===== config.mk =====
export PLATFORM = sky130hd
export DESIGN_NAME = multi_sprite_line_engine
export DESIGN_NICKNAME = d
export VERILOG_FILES = /design/src/rtl/sprite_engine_pkg.sv /design/src/rtl/sprite_line_bank.sv /design/src/rtl/multi_sprite_line_engine.sv
export SDC_FILE = /design/constraint.sdc
export NUM_CORES = 2
export LEC_CHECK = 0
export CORE_ASPECT_RATIO = 0.7
export CORE_MARGIN = 3
export CORE_UTILIZATION = 60
export DETAILED_ROUTE_END_ITERATION = 8
export PLACE_DENSITY = 0.77
export SLEW_MARGIN = 20
export SYNTH_ARGS = -nofsm -noshare
export SYNTH_HDL_FRONTEND = slang
export SYNTH_SLANG_ARGS = --single-unit

===== constraint.sdc =====
create_clock -name i_Clk -period 15.5 [get_ports i_Clk]
set_input_delay 4.65 -clock i_Clk [delete_from_list [all_inputs] [get_ports i_Clk]]
set_output_delay 4.65 -clock i_Clk [all_outputs]
set_load 0.01 [all_outputs]

===== src/rtl/sprite_engine_pkg.sv =====
// Shared types and constants for the multi-sprite line engine.
// Build option SPRITE_FLIP_EN turns on horizontal/vertical sprite flip.
package sprite_engine_pkg;

    typedef enum logic [1:0] {
        ST_IDLE  = 2'd0,
        ST_EVAL  = 2'd1,
        ST_FETCH = 2'd2,
        ST_DRAIN = 2'd3
    } state_t;

    localparam logic [1:0] ATTR_X    = 2'd0;
    localparam logic [1:0] ATTR_Y    = 2'd1;
    localparam logic [1:0] ATTR_CTRL = 2'd2;

    localparam int SPRITE_DIM = 8;

endpackage


===== src/rtl/sprite_line_bank.sv =====
// One scanline buffer: a single write port shared by the renderer and
// the display clear-on-read, plus one registered read port.
module sprite_line_bank #(
    parameter int DEPTH     = 320,
    parameter int DATA_BITS = 2,
    parameter int ADDR_BITS = 9
) (
    input  logic                 clk,
    input  logic                 display,
    input  logic                 ren_we,
    input  logic [ADDR_BITS-1:0] ren_addr,
    input  logic [DATA_BITS-1:0] ren_data,
    input  logic                 clr_we,
    input  logic [ADDR_BITS-1:0] clr_addr,
    input  logic [ADDR_BITS-1:0] rd_addr,
    output logic [DATA_BITS-1:0] rd_data
);

    logic [DATA_BITS-1:0] mem [DEPTH];

    logic                 we;
    logic [ADDR_BITS-1:0] wa;
    logic [DATA_BITS-1:0] wd;

    // The bank's role decides who owns the write port this line.
    always_comb begin
        we = ren_we;
        wa = ren_addr;
        wd = ren_data;
        if (display) begin
            we = clr_we;
            wa = clr_addr;
            wd = '0;
        end
    end

    always_ff @(posedge clk) begin
        if (we) begin
            mem[wa] <= wd;
        end
        rd_data <= mem[rd_addr];
    end

endmodule


===== src/rtl/multi_sprite_line_engine.sv =====
// Renders up to NUM_SPRITES 8x8 sprites one line ahead into ping-pong
// line buffers. Build option SPRITE_FLIP_EN enables sprite flipping.
module multi_sprite_line_engine
    import sprite_engine_pkg::*;
#(
    parameter int NUM_SPRITES = 8,
    parameter int PIXEL_BITS  = 2,
    parameter int LINE_WIDTH  = 320,
    parameter int COORD_BITS  = 9,
    parameter int SPRITE_BITS = 6
) (
    input  logic                           i_Clk,
    input  logic                           i_Rst_n,
    input  logic                           i_Attr_Wr,
    input  logic [$clog2(NUM_SPRITES)-1:0] i_Attr_Sel,
    input  logic [1:0]                     i_Attr_Field,
    input  logic [COORD_BITS-1:0]          i_Attr_Data,
    input  logic                           i_Line_Start,
    input  logic [COORD_BITS-1:0]          i_Next_Line,
    output logic [SPRITE_BITS-1:0]         o_Rom_Sprite,
    output logic [2:0]                     o_Rom_Row,
    output logic [2:0]                     o_Rom_Col,
    input  logic [PIXEL_BITS-1:0]          i_Rom_Pixel,
    input  logic [COORD_BITS-1:0]          i_Rd_X,
    input  logic                           i_Rd_En,
    output logic [PIXEL_BITS-1:0]          o_Rd_Pixel,
    output logic                           o_Busy,
    output logic                           o_Late
);

    localparam int SEL_BITS = $clog2(NUM_SPRITES);
    localparam logic [COORD_BITS:0] X_LIMIT = (COORD_BITS+1)'(LINE_WIDTH);

    logic [COORD_BITS-1:0]  x_r   [NUM_SPRITES];
    logic [COORD_BITS-1:0]  y_r   [NUM_SPRITES];
    logic [SPRITE_BITS-1:0] num_r [NUM_SPRITES];
    logic [NUM_SPRITES-1:0] en_r;
    logic [NUM_SPRITES-1:0] fv_r;
    logic [NUM_SPRITES-1:0] fh_r;
    logic                   attr_ctrl;

    assign attr_ctrl = i_Attr_Wr && (i_Attr_Field == ATTR_CTRL);

    always_ff @(posedge i_Clk) begin
        if (!i_Rst_n) begin
            en_r <= '0;
        end else if (attr_ctrl) begin
            en_r[i_Attr_Sel] <= i_Attr_Data[SPRITE_BITS+2];
        end
    end

    always_ff @(posedge i_Clk) begin
        if (i_Attr_Wr) begin
            case (i_Attr_Field)
                ATTR_X: x_r[i_Attr_Sel] <= i_Attr_Data;
                ATTR_Y: y_r[i_Attr_Sel] <= i_Attr_Data;
                ATTR_CTRL: begin
                    fv_r[i_Attr_Sel]  <= i_Attr_Data[SPRITE_BITS+1];
                    fh_r[i_Attr_Sel]  <= i_Attr_Data[SPRITE_BITS];
                    num_r[i_Attr_Sel] <= i_Attr_Data[SPRITE_BITS-1:0];
                end
                default: ;
            endcase
        end
    end

    state_t                 state_q;
    state_t                 state_d;
    logic [SEL_BITS-1:0]    k_q;
    logic [SEL_BITS-1:0]    k_d;
    logic [2:0]             col_q;
    logic [2:0]             col_d;
    logic [COORD_BITS-1:0]  line_q;
    logic [COORD_BITS:0]    dy;
    logic                   visible;
    logic                   last_slot;
    logic                   snap;

    // Extra top bit catches Y above the line, so sprites never wrap vertically.
    assign dy = {1'b0, line_q} - {1'b0, y_r[k_q]};
    assign visible = en_r[k_q] && !dy[COORD_BITS]
                     && (dy[COORD_BITS-1:0] < COORD_BITS'(SPRITE_DIM));
    assign last_slot = (k_q == '0);

    always_ff @(posedge i_Clk) begin
        if (!i_Rst_n) begin
            state_q <= ST_IDLE;
            k_q     <= '0;
            col_q   <= '0;
        end else begin
            state_q <= state_d;
            k_q     <= k_d;
            col_q   <= col_d;
        end
    end

    always_comb begin
        state_d = state_q;
        k_d     = k_q;
        col_d   = col_q;
        snap    = 1'b0;
        if (i_Line_Start) begin
            state_d = ST_EVAL;
            k_d     = '1;
            col_d   = '0;
        end else begin
            unique case (state_q)
                ST_IDLE: ;
                ST_EVAL: begin
                    if (visible) begin
                        snap    = 1'b1;
                        state_d = ST_FETCH;
                        col_d   = '0;
                    end else if (last_slot) begin
                        state_d = ST_IDLE;
                    end else begin
                        k_d = k_q - 1'b1;
                    end
                end
                ST_FETCH: begin
                    col_d = col_q + 1'b1;
                    if (col_q == 3'(SPRITE_DIM - 1)) begin
                        state_d = ST_DRAIN;
                    end
                end
                ST_DRAIN: begin
                    if (last_slot) begin
                        state_d = ST_IDLE;
                    end else begin
                        k_d     = k_q - 1'b1;
                        state_d = ST_EVAL;
                    end
                end
                default: state_d = ST_IDLE;
            endcase
        end
    end

    logic [COORD_BITS-1:0]  snap_x;
    logic [SPRITE_BITS-1:0] snap_num;
    logic [2:0]             snap_row;
    logic [2:0]             row_sel;
    logic [2:0]             pix_col_q;

`ifdef SPRITE_FLIP_EN
    logic snap_fh;

    assign row_sel   = fv_r[k_q] ? ~dy[2:0] : dy[2:0];
    assign o_Rom_Col = snap_fh ? ~col_q : col_q;

    always_ff @(posedge i_Clk) begin
        if (snap) begin
            snap_fh <= fh_r[k_q];
        end
    end
`else
    logic unused_flip;

    assign unused_flip = ^{fv_r, fh_r};
    assign row_sel     = dy[2:0];
    assign o_Rom_Col   = col_q;
`endif

    always_ff @(posedge i_Clk) begin
        if (i_Line_Start) begin
            line_q <= i_Next_Line;
        end
        if (snap) begin
            snap_x   <= x_r[k_q];
            snap_num <= num_r[k_q];
            snap_row <= row_sel;
        end
        pix_col_q <= col_q;
    end

    assign o_Rom_Sprite = snap_num;
    assign o_Rom_Row    = snap_row;

    logic                  rd_bank_q;
    logic                  late_q;
    logic                  pix_v_q;
    logic                  rd_ok_q;
    logic                  rd_sel_q;
    logic                  rd_hit;
    logic                  ren_we;
    logic [COORD_BITS:0]   wr_x;
    logic [PIXEL_BITS-1:0] q0;
    logic [PIXEL_BITS-1:0] q1;

    // ROM data trails the address by one cycle, so the column rides along.
    assign wr_x   = {1'b0, snap_x} + (COORD_BITS+1)'(pix_col_q);
    assign ren_we = pix_v_q && (i_Rom_Pixel != '0)
                    && (wr_x < X_LIMIT) && !i_Line_Start;
    assign rd_hit = i_Rd_En && ({1'b0, i_Rd_X} < X_LIMIT);

    always_ff @(posedge i_Clk) begin
        if (!i_Rst_n) begin
            rd_bank_q <= 1'b0;
            late_q    <= 1'b0;
            pix_v_q   <= 1'b0;
            rd_ok_q   <= 1'b0;
            rd_sel_q  <= 1'b0;
        end else begin
            if (i_Line_Start) begin
                rd_bank_q <= ~rd_bank_q;
                if (state_q != ST_IDLE) begin
                    late_q <= 1'b1;
                end
            end
            pix_v_q  <= (state_q == ST_FETCH) && !i_Line_Start;
            rd_ok_q  <= rd_hit;
            rd_sel_q <= rd_bank_q;
        end
    end

    sprite_line_bank #(
        .DEPTH     (LINE_WIDTH),
        .DATA_BITS (PIXEL_BITS),
        .ADDR_BITS (COORD_BITS)
    ) u_bank0 (
        .clk      (i_Clk),
        .display  (~rd_bank_q),
        .ren_we   (ren_we),
        .ren_addr (wr_x[COORD_BITS-1:0]),
        .ren_data (i_Rom_Pixel),
        .clr_we   (rd_hit),
        .clr_addr (i_Rd_X),
        .rd_addr  (i_Rd_X),
        .rd_data  (q0)
    );

    sprite_line_bank #(
        .DEPTH     (LINE_WIDTH),
        .DATA_BITS (PIXEL_BITS),
        .ADDR_BITS (COORD_BITS)
    ) u_bank1 (
        .clk      (i_Clk),
        .display  (rd_bank_q),
        .ren_we   (ren_we),
        .ren_addr (wr_x[COORD_BITS-1:0]),
        .ren_data (i_Rom_Pixel),
        .clr_we   (rd_hit),
        .clr_addr (i_Rd_X),
        .rd_addr  (i_Rd_X),
        .rd_data  (q1)
    );

    assign o_Rd_Pixel = rd_ok_q ? (rd_sel_q ? q1 : q0) : '0;
    assign o_Busy     = (state_q != ST_IDLE);
    assign o_Late     = late_q;

endmodule


=== After elaboration in Yosys (flattened, before gate mapping) ===
Memory sizes are Yosys's and may differ from the RTL's. A register that Yosys moved wholly into a read port is not among the register bits.
Cells that the tools add are included.

* Multipliers: 0
* Bitwise operators: 2
* Equal/unequal tests: 12
* Order comparisons: 6
* Shift operators: 0
* Mux-type cells: 43
* Div/mod/pow operators: 0
* $add $sub $neg: 4
* Reductions and logical operators: 25

{| class="wikitable"
|+ Operator list
! kind !! number
|-
| $mux 1 || 22
|-
| $mux 3 || 6
|-
| $mux 9 || 2
|-
| $mux 2 || 7
|-
| $pmux 3 s2 || 2
|-
| $add 9x3->10 || 1
|-
| $lt 10x9->1 const B || 1
|-
| $sub 9x9->10 || 1
|-
| $logic_and 1x1->1 || 9
|-
| $lt 9x4->1 const B || 1
|-
| $lt 9x9->1 const B || 1
|-
| $ne 3x3->1 const B || 3
|-
| $bwmux 8 || 1
|-
| $lt 3x4->1 const B || 2
|-
| $eq 2x2->1 const B || 3
|-
| $pmux 2 s3 || 1
|-
| $reduce_and 2->1 || 3
|-
| $reduce_and 3->1 || 2
|-
| $reduce_bool 2->1 || 3
|-
| $reduce_bool 3->1 || 2
|-
| $eq 2x1->1 const B || 2
|-
| $ne 2x2->1 const B || 2
|-
| $ne 4x4->1 const B || 1
|-
| $reduce_bool 4->1 || 1
|-
| other kinds (11) || 13
|}

* Flip-flop bits (word level): 36
* Bits in read-only memories: 0
* Latch bits: 0
* Memories kept: 5
* Bits in writable memories: 1472
* Input bits: 39

{| class="wikitable"
|+ Memories
! name !! depth !! bits a word !! read ports !! clocked after memory_dff !! wr ports !! line !! text
|-
| u_bank0.mem || 320 || 2 || 1 || 1 || 1 || sprite_line_bank.sv:19 || <nowiki>logic [DATA_BITS-1:0] mem [DEPTH];</nowiki>
|-
| u_bank1.mem || 320 || 2 || 1 || 1 || 1 || sprite_line_bank.sv:19 ||
|-
| x_r || 8 || 9 || 1 || 1 || 1 || multi_sprite_line_engine.sv:34 || <nowiki>logic [COORD_BITS-1:0] x_r [NUM_SPRITES];</nowiki>
|-
| y_r || 8 || 9 || 1 || 1 || 1 || multi_sprite_line_engine.sv:35 || <nowiki>logic [COORD_BITS-1:0] y_r [NUM_SPRITES];</nowiki>
|-
| num_r || 8 || 6 || 1 || 1 || 1 || multi_sprite_line_engine.sv:36 || <nowiki>logic [SPRITE_BITS-1:0] num_r [NUM_SPRITES];</nowiki>
|}

=== Logic depth before layout (Yosys ltp) ===
* Depth in word-level cells: 9
* Mapped depth: 14
* Gate-level depth less buffers: 12

=== By module ===
Synthesis repeated with hierarchy kept, for this count alone.

* Cells, all modules: 3673
* Area total of the unflattened synthesis: 62794.0 sq um

{| class="wikitable"
|+ By module, submodules not included
! module !! area each (sq um) !! instances !! cells each
|-
| sprite_line_bank || 26382.8 || 2 || 1557
|-
| multi_sprite_line_engine || 10028.4 || 1 || 559
|}

=== Worst setup path after synthesis ===
OpenSTA, ideal clock, no wires.

* Path type: input to register
* Start: input port i_Rom_Pixel[0]
* End: memory u_bank1.mem[0][0], data pin
* Required time: 13.743 ns
* Arrival time: 12.311 ns
* Slack: 1.432 ns
* Path buffers: 0
* Setup time: 1.757 ns
* Stages on the path: 1
* Path through: nor2b_1

* Cells in the longest elaborated chain, start to end: 1

{| class="wikitable"
|+ RTL lines
! item !! line !! text
|-
| from (decl) || multi_sprite_line_engine.sv:23 || <nowiki>input logic [PIXEL_BITS-1:0] i_Rom_Pixel,</nowiki>
|-
| $mux 2 || sprite_line_bank.sv:30 || <nowiki>if (display) begin</nowiki>
|-
| to (decl) || sprite_line_bank.sv:19 ||
|}

Every way passes these cells.

==> out/qor.csv <==
metric,value,unit
cts_sinks,1530,
placed_cells,4842,
synth-seq-area-share,72.7,%
routed-via-count,34268,
cts.clk_slew.worst_paths,70,ps
yosys.area.top_type,edfxtp_1,
required,16170,ps
hold_ws,481,ps
n_antenna_cell,0,
core-area,103000,um2
final_cell_mix,"edfxtp_1 (1499), nor2_1 (640), mux4_2 (373), nand2_1 (254), clkbuf_16 (144)",
setup.worst_path.start_class,input pin,
finalSetupTns,0,ps
synth_top_area_share,71.7,%
outcome,completed,
fin_crit,8300,ps
pin_count,55,
leakagePower,20.8,nW
hold_path.class,reg2reg,
synth_ff_type,edfxtp_1,
async_reset_ff_share,0,%
holdPathEnd,en_r[6],
synth_nets,3679,
cts_hold_buf,0,
cts_tree,built,
maxCapViolations,0,
clockRootBuffer,clkbuf_16,
slew_viol_final,0,
crit_type,in2reg,
drt_pre_antenna_iters,6,
post_cts_buffers,0,
grt_max_degree,228,
path_max_fanout,30,
fin_nets,3692,
die_h,277,um
p_int,6.71,mW
wirelength,146000,um
critPathMaxStageDelay,640,ps
switching_power,1.88,mW
ir_drop,0.107,mV
antenna_left,0,
first_global_vias,34145,
track_usage,27.3,%
grt-ovfl-total,0,
finClkSkew,31.1,ps
combinationalPowerShare,6.1,%
p_per_area,124,nW/um2
place_hpwl,86000,um
clk_latency,760,ps
p_clk_share,40.4,%
postSynthRegisterBits,1530,
cts-resized-gates,0,
cts_buffers,140,
die_area,109000,um2
crit_top_cell,buf_4,
place_congestion,0.836,
fill_cells,6593,
grt_pass1_wl,220000,um
max_slew_margin,17.4,%
worst_pin_slew,1230,ps
die_w,393,um
slowest_stage,clkinv_2,
ctsHtreeMaxLevel,4,
core.rowCount,98,
remaining_drc_errors,0,
synthCells,3621,
stdcell_count,5098,
rrSetupSlack,10470,ps
cts_max_path_buffers,3,
synth_area_leaders,"edfxtp_1 (72%), mux4_2 (13%), nor2_1 (3.9%)",
achievable-frequency,121,MHz
drive_above_1_share,18.3,%
worstHoldStart,en_r[6],
antenna_found_initial,6,
hold_depth,2,
initial_utilization,61.0,%
drt_iter0_drc,5169,
path_cells,"clkdlybuf4s50_1, buf_4, clkinv_2, buf_4, nor2_4, buf_4, a22oi_1, a21oi_1, a21oi_1, nand2_1, o311ai_0, a41oi_1",
multiInputGateArea,16000,um2
rsz0062_at_grt,no,
area_growth,9.90,%
setup_viol,0,
final_common_cell,edfxtp_1,
period_share,53.5,%
vias_per_cell,6.72,
syn-cell-area,62800,um2
synth_area_per_cell,17.3,um2
reg2reg_to,snap_x[4],
cp-end-kind,register,
yosysUniqueCellTypes,67,
yosysWarnings,0,
wl_per_cell,28.7,um
critPathArrivalTime,8960,ps
rr_worst_depth,12,
synth_edf_count,1499,
p_seq_share,53.5,%
port_buffers,54,
switching_share,21.9,%
hold_viol,0,
regArea,45600,um2
layout make-up:
class / instances / share of cell area [%]
repair buffers: 108 / 1.46
well taps: 1350 / 2.45
flip-flops and latches: 1530 / 66.1
inverters: 19 / 0.105
clock buffers: 174 / 5.43
multi-input cells: 1835 / 23.2
clock inverters: 82 / 1.21
cell families (layout without fill, tap and decap cells):
kind of cell / Yosys count / after routing / share of synthesized area [%]
fa+ha+maj: 19 / 19 / 0.402
compound gates: 253 / 253 / 2.77
buf+inv: 256 / 383 / 2.02
mux: 459 / 459 / 14.8
simple gates: 1090 / 1090 / 7.10
flops: 1530 / 1530 / 72.7
xor+xnor: 14 / 14 / 0.195
power groups by stage:
| stage | registers [mW] | logic [mW] | clock network (mW) |
|---|---|---|---|
| after floorplan | 4.70 | 0.340 | 0 |
| after global placement | 4.68 | 0.507 | 0 |
| after detailed placement | 4.68 | 0.514 | 0 |
| after CTS | 4.59 | 0.517 | 3.50 |
| after global routing | 4.59 | 0.559 | 3.67 |
| final | 4.60 | 0.524 | 3.46 |
worst max-delay path by stage:
| stage | start | end | slack [ps] | depth (start not counted) |
|---|---|---|---|---|
| 2_1_floorplan | i_Rom_Pixel[0] | u_bank1.mem[0][0] | 1430 | 1 |
| 3_3_place_gp | i_Rd_X[0] | u_bank0.rd_data[1] | 6460 | 8 |
| 3_5_place_dp | i_Rd_X[0] | u_bank0.rd_data[1] | 6400 | 8 |
| 4_1_cts | i_Rd_X[0] | u_bank0.rd_data[1] | 7210 | 8 |
| 5_1_grt | i_Rd_X[0] | u_bank0.rd_data[1] | 6910 | 9 |
| 6_report | i_Rd_X[2] | u_bank1.rd_data[1] | 7200 | 12 |
cell usage after synthesis (all sizes together) (7+ instances only):
master  number
edfxtp    1499
nor2       649
mux4       376
nand2      254
clkbuf     149
nor3        96
buf         88
mux2i       71
a22oi       62
a21oi       59
dfxtp       31
o21ai       26
o221ai      19
nand2b      18
ha          17
nand3       16
o22ai       16
inv         14
nor2b       14
mux2        12
a211oi       9
xnor2        9
a31oi        8
nand3b       7
critical path: cells and delay by family:
family	cells	cell delay, ps
AO/OA/AOI/OAI	5	890
buffers and inverters	5	2450
AND/OR/NAND/NOR	2	920
registers in the layout, indices dropped and copies added, names as in the netlist, 6 cells and up, named ones only:
register,cells
snap_x,9
en_r,8
u_bank0.mem,640
y_r,72
o_Rom_Sprite,6
line_q,9
u_bank1.mem,640
x_r,72
num_r,48
stage by stage:
stage          utilization (%)  power (mW)  setup WS, ps  instance area, um2
2_1_floorplan                -        5.04          1430               62800
3_3_place_gp              62.5        5.19          6460               64400
3_5_place_dp              62.5        5.20          6400               64400
4_1_cts                   67.0        8.61          7210               69000
5_1_grt                   67.0        8.82          6910               69000
6_report                  67.0        8.58          7200               69000
metal layers:
metal	vias up	GRT usage (%)	routed length (um)	share of wire (%)
li1	14235	-	-	-
met1	17454	42.6	58200	40
met2	2304	37.6	63700	44
met3	267	8.56	20500	14
met4	8	7.83	3680	2.5
met5	-	0	53	0.036
(Power assumes the default switching activity.)
